**src/rtl/key_expand_iter.sv**
```systemverilog
// key_expand_iter: iterative AES-128 key schedule, one round key per clock.
// Emits round keys 0..10 after a Start pulse, then holds round key 10.
// Optional build macro KEY_CACHE_EN adds an 11-entry round-key cache with a
// combinational read port (RdIdx/RdKey) and a CacheValid flag.
module key_expand_iter (
  input  logic         clk,
  input  logic         rst_n,
  input  logic         Start,
  input  logic [127:0] Key,
  output logic         Busy,
  output logic [127:0] RoundKey,
  output logic [3:0]   Round,
  output logic         RoundKeyValid,
  output logic         Done
`ifdef KEY_CACHE_EN
  ,
  input  logic [3:0]   RdIdx,
  output logic [127:0] RdKey,
  output logic         CacheValid
`endif
);

  localparam int unsigned KEY_W      = 128;
  localparam int unsigned RND_W      = 4;
  localparam int unsigned LAST_ROUND = 10;
  localparam int unsigned NUM_KEYS   = 11;

  typedef enum logic [0:0] {IDLE, EXPAND} state_e;

  state_e             state_q, state_d;
  logic [KEY_W-1:0]   rk_q, rk_d;
  logic [RND_W-1:0]   round_q, round_d;
  logic               rkv_q, rkv_d;
  logic               busy_q, busy_d;
  logic               done_q, done_d;
  logic [7:0]         rcon_q, rcon_d;

  // GF(2^8) doubling modulo x^8+x^4+x^3+x+1
  function automatic logic [7:0] xtime(input logic [7:0] a);
    xtime = {a[6:0], 1'b0} ^ (a[7] ? 8'h1B : 8'h00);
  endfunction

  // GF(2^8) multiply, shift-and-add
  function automatic logic [7:0] gf_mul(input logic [7:0] a, input logic [7:0] b);
    logic [7:0] p;
    logic [7:0] aa;
    p  = 8'h00;
    aa = a;
    for (int i = 0; i < 8; i++) begin
      if (b[i]) p = p ^ aa;
      aa = xtime(aa);
    end
    gf_mul = p;
  endfunction

  // AES S-box: multiplicative inverse (a^254) followed by the affine map
  function automatic logic [7:0] sbox(input logic [7:0] a);
    logic [7:0] sq;
    logic [7:0] inv;
    sq  = a;
    inv = 8'h01;
    for (int i = 1; i < 8; i++) begin
      sq  = gf_mul(sq, sq);
      inv = gf_mul(inv, sq);
    end
    sbox = inv ^ {inv[6:0], inv[7]} ^ {inv[5:0], inv[7:6]} ^
           {inv[4:0], inv[7:5]} ^ {inv[3:0], inv[7:4]} ^ 8'h63;
  endfunction

  // Next round key from the current one and the round constant
  function automatic logic [KEY_W-1:0] next_key(input logic [KEY_W-1:0] rk,
                                                input logic [7:0] rcon);
    logic [31:0] w0, w1, w2, w3, rot, temp;
    w0   = rk[127:96];
    w1   = rk[95:64];
    w2   = rk[63:32];
    w3   = rk[31:0];
    rot  = {w3[23:0], w3[31:24]};
    temp = {sbox(rot[31:24]), sbox(rot[23:16]), sbox(rot[15:8]), sbox(rot[7:0])} ^
           {rcon, 24'h000000};
    w0   = w0 ^ temp;
    w1   = w1 ^ w0;
    w2   = w2 ^ w1;
    w3   = w3 ^ w2;
    next_key = {w0, w1, w2, w3};
  endfunction

  // Next-state and next-output logic for the IDLE/EXPAND sequencer
  always_comb begin
    state_d = state_q;
    rk_d    = rk_q;
    round_d = round_q;
    rkv_d   = 1'b0;
    busy_d  = busy_q;
    done_d  = 1'b0;
    rcon_d  = rcon_q;
    case (state_q)
      IDLE: begin
        busy_d = 1'b0;
        if (Start) begin
          rk_d    = Key;
          round_d = '0;
          rkv_d   = 1'b1;
          busy_d  = 1'b1;
          rcon_d  = 8'h01;
          state_d = EXPAND;
        end
      end
      EXPAND: begin
        busy_d = 1'b1;
        if (round_q < RND_W'(LAST_ROUND)) begin
          rk_d    = next_key(rk_q, rcon_q);
          round_d = round_q + RND_W'(1);
          rkv_d   = 1'b1;
          rcon_d  = xtime(rcon_q);
          done_d  = (round_q == RND_W'(LAST_ROUND - 1));
        end else begin
          // Round 10 was on the outputs this cycle; return to IDLE holding it
          state_d = IDLE;
          busy_d  = 1'b0;
        end
      end
      default: state_d = IDLE;
    endcase
  end

  // State and output registers with synchronous active-low reset
  always_ff @(posedge clk) begin
    if (!rst_n) begin
      state_q <= IDLE;
      rk_q    <= '0;
      round_q <= '0;
      rkv_q   <= 1'b0;
      busy_q  <= 1'b0;
      done_q  <= 1'b0;
      rcon_q  <= 8'h01;
    end else begin
      state_q <= state_d;
      rk_q    <= rk_d;
      round_q <= round_d;
      rkv_q   <= rkv_d;
      busy_q  <= busy_d;
      done_q  <= done_d;
      rcon_q  <= rcon_d;
    end
  end

  assign Busy          = busy_q;
  assign RoundKey      = rk_q;
  assign Round         = round_q;
  assign RoundKeyValid = rkv_q;
  assign Done          = done_q;

`ifdef KEY_CACHE_EN
  logic [KEY_W-1:0] cache_q [NUM_KEYS];
  logic [KEY_W-1:0] cache_d [NUM_KEYS];
  logic             cache_valid_q, cache_valid_d;

  // Capture each emitted round key; track whether a full schedule is held
  always_comb begin
    cache_d       = cache_q;
    cache_valid_d = cache_valid_q;
    if (rkv_q && (round_q <= RND_W'(LAST_ROUND))) cache_d[round_q] = rk_q;
    if ((state_q == IDLE) && Start) cache_valid_d = 1'b0;
    else if (done_q)               cache_valid_d = 1'b1;
  end

  // Cache storage with synchronous clear
  always_ff @(posedge clk) begin
    if (!rst_n) begin
      for (int i = 0; i < int'(NUM_KEYS); i++) cache_q[i] <= '0;
      cache_valid_q <= 1'b0;
    end else begin
      cache_q       <= cache_d;
      cache_valid_q <= cache_valid_d;
    end
  end

  // Combinational read port; out-of-range indices read as zero
  always_comb begin
    RdKey = '0;
    if (RdIdx <= RND_W'(LAST_ROUND)) RdKey = cache_q[RdIdx];
  end

  assign CacheValid = cache_valid_q;
`endif

endmodule

```
**config.mk**
```make
export PLATFORM = sky130hd
export DESIGN_NAME = key_expand_iter
export DESIGN_NICKNAME = d
export VERILOG_FILES = /design/src/rtl/key_expand_iter.sv
export SDC_FILE = /design/constraint.sdc
export NUM_CORES = 2
export LEC_CHECK = 0
export ABC_CLOCK_PERIOD_IN_PS = 17270
export BUFFER_PORTS_ARGS = -buffer_cell sky130_fd_sc_hd__buf_2
export CORE_MARGIN = 2
export CORE_UTILIZATION = 47
export DETAILED_ROUTE_END_ITERATION = 8
export REMOVE_ABC_BUFFERS = 1
export SLEW_MARGIN = 25
export SYNTH_ARGS = -nofsm -noshare
export SYNTH_HDL_FRONTEND = slang
export SYNTH_SLANG_ARGS = --single-unit
```
**constraint.sdc**
```tcl
create_clock -name clk -period 17.27 [get_ports clk]
set_input_delay 0 -clock clk [delete_from_list [all_inputs] [get_ports clk]]
set_output_delay 0 -clock clk [all_outputs]
set_load 0.01 [all_outputs]
```
==> flow_metrics.py <==
metrics = {
    "worst_setup_path": {
        "worstSetupPathType": "reg2reg",
        "path_buf_inv": 4,
        "rr_endpoint": "RoundKey[26]",
        "cp.required_ns": 17.77,
        "cp_slowest_stage_delay_ns": 0.62,
        "critPathArrivalTime_ns": 16.95,
        "crit_fanout": 19,
        "end_kind": "register",
        "startpoint_type": "register",
        "crit_slowest_cell": "xor3_2",
        "crit_path_frequent_cell": "xnor2_1",
        "rrSetupSlack_ns": 0.82,
        "r2r-start": "RoundKey[16]",
        "crit_family": "XOR/XNOR gates",
        "reg2regPathDepth": 54,
    },
    "drt": {
        "drt-total-wl_um": 220000,
        "vias": 62020,
        "drt_iter0_drc": 5976,
        "ant_nets": 0,
        "drcViolationCount": 0,
        "avgRoutedWirePerCell_um": 20.89,
        "vias_per_cell": 5.888,
        "drt-pass1-iter-count": 8,
    },
    "sta": {
        "holdWs_ns": 0.005538,
        "fmax_ghz": 0.06080,
        "skew_ns": 0.03533,
        "min_period_ns": 16.45,
        "finalHoldViolCount": 0,
        "relSlewSlack_pct": 27.79,
        "final.setup.tns_ns": 0,
        "setup_viol": 0,
        "worstMarginPinSlew_ns": 1.083,
        "min_period_over_period_pct": 95.24,
        "drv_slew": 0,
    },
    "floorplan": {
        "die_w_um": 371.0,
        "fp.dieArea_um2": 137600,
        "rows": 134,
        "ioPinCount": 266,
        "die_h_um": 371.0,
        "initial_utilization_pct": 47.36,
        "core_um2": 133600,
    },
    "clock_network": {
        "clk_latency_ns": 0.56,
        "cts_root_buf": "clkbuf_16",
        "clock_sinks": 142,
        "clock_path_buffers": 2,
        "h-tree-depth": 4,
        "cts_tree": "done",
        "cts_buffers": 17,
        "cts.clk_slew.worst_paths_ns": 0.11,
    },
    "logic_synthesis": {
        "yosysWarnings": 0,
        "ys_ff_latch": 142,
        "seq_area_frac_synth_pct": 4.492,
        "synth-main-ff-cell": "dfxtp_1",
        "synth_enable_flop_cells": 0,
        "synth.avg_cell_area_um2": 7.445,
        "async_flop_share_pct": 0,
        "syn_inst": 8501,
        "yosys.area.top_type_share_pct": 22.49,
        "mappedNetlistArea_um2": 63290,
        "ys_types": 120,
        "synth_top_area_cell": "xnor2_1",
        "netlist_top_cells_area": "xnor2_1, xnor3_1, nor2_1, xor2_1, nand2_1",
    },
    "finish": {
        "drive_gt1_share_pct": 14.27,
        "seq_area_um2": 2848,
        "syn_to_final_growth_pct": 11.26,
        "multi_input_area_um2": 58490,
        "nNetsFinal": 8901,
        "filler_cell_count": 12930,
    },
    "hold_path": {
        "hold_start": "Key[39]",
        "holdCritPathClass": "in2reg",
        "hold_depth": 4,
        "hold_end": "RoundKey[39]",
    },
    "global_route": {
        "overflow": 0,
        "antenna_found_initial": 12,
        "grt_pass1_vias": 57580,
        "grt.total_usage_pct": 30.80,
        "grt_max_degree": 71,
        "grt_pass1_wl_um": 339700,
    },
    "job": {
        "maxCapViolCount": 0,
    },
    "placement": {
        "io_buffer_count": 265,
        "gp_congestion": 0.9696,
        "hpwlAfterDp_um": 163400,
    },
    "status": {
        "status": "finished clean",
    },
}
[sequential cells by signal, indices dropped and copies added, names as in the netlist]
| name | flops |
|---|---|
| Busy | 1 |
| Done | 1 |
| Round | 4 |
| RoundKey | 128 |
| rcon_q | 8 |
[per-stage QoR]
stage	utilization, %	cell area (um2)	instances	worst slack, ns
detailed placement	50.73	67790	10350	-0.06962
global placement	50.70	67750	10350	0.007121
global route	52.69	70410	10530	-0.03298
CTS	52.13	69660	10510	0.006201
finish	52.69	70410	10530	0.8220
floorplan	-	60740	7916	-1.375
[worst min-delay path, cell delays in order]
cell     delay [ns]
buf_2          0.17
o21ai_0        0.13
a21oi_1        0.13
a21o_1         0.09
[cell usage in the layout (no fill, tap or decap), drive strengths merged, types with 73 or more instances in the layout]
master	count
xnor2	1798
nor2	1219
nand2	841
buf	687
a21oi	547
o21ai	509
xor2	502
xnor3	304
mux2i	206
nor3	205
nand3	176
dfxtp	142
dlygate4sd3	127
o22ai	126
inv	125
a31oi	81
a211oi	78
nor2b	75
a22oi	73
[synthesized netlist by cell type, types with 122 or more instances]
cell and number:
xnor2_2 139, nor2_1 1209, o21ai_0 457, xnor2_1 1625
nand3_1 175, dfxtp_1 142, xor2_1 458, nand2_1 841
buf_2 122, mux2i_1 203, clkbuf_1 373, xnor3_1 269
a21oi_1 538, nor3_1 203, o22ai_1 125
[metal layers]
metal  wire length [um]  vias up  part of all wire [%]  track usage, %
met5                 27        -                 0.012               0
met4               5028        4                   2.3           7.295
met3              17250      294                   7.8           4.920
met2              99990     2388                    45           49.98
met1              97690    29730                    44           42.56
li1                   -    29610                     -               -
[repair_timing]
action,4_1_cts,5_1_grt
setup buffers,0,22
resized for setup,2,73
hold buffers,127,0
setup endpoints to repair,1,108
pin swaps,0,3
hold endpoints to repair,124,0
[worst max-delay path by stage]
| stage | from | cells after the start | slack [ns] | endpoint |
|---|---|---|---|---|
| 2_1_floorplan | RoundKey[15] | 52 | -1.37 | RoundKey[20] |
| 3_3_place_gp | RoundKey[24] | 56 | 0.007 | RoundKey[1] |
| 3_5_place_dp | RoundKey[24] | 51 | -0.07 | RoundKey[1] |
| 4_1_cts | RoundKey[24] | 53 | 0.006 | RoundKey[1] |
| 5_1_grt | RoundKey[24] | 56 | -0.03 | RoundKey[1] |
| 6_report | RoundKey[16] | 54 | 0.82 | RoundKey[26] |
[layout make-up]
type | instances | share of cell area (%)
clock buffer | 17 | 0.6042
tap | 1768 | 3.142
clock inverter | 15 | 0.2417
antenna | 3 | 0.01066
inverter | 125 | 0.6735
multi-input combinational | 7649 | 83.06
timing repair buffer | 814 | 8.224
sequential | 142 | 4.044
[cells by family after synthesis]
group | synth area share [%]
AO/OA/AOI/OAI | 18.79
XOR/XNOR | 47.88
adder cells (fa/ha/maj) | 0.4468
buffers and inverters | 4.767
flip-flops | 4.492
multiplexers | 4.286
AND/OR/NAND/NOR | 19.34
Power is left out: the tool's default activity adds up to more than one toggle a clock period on the data nets, which glitch-free logic cannot reach.
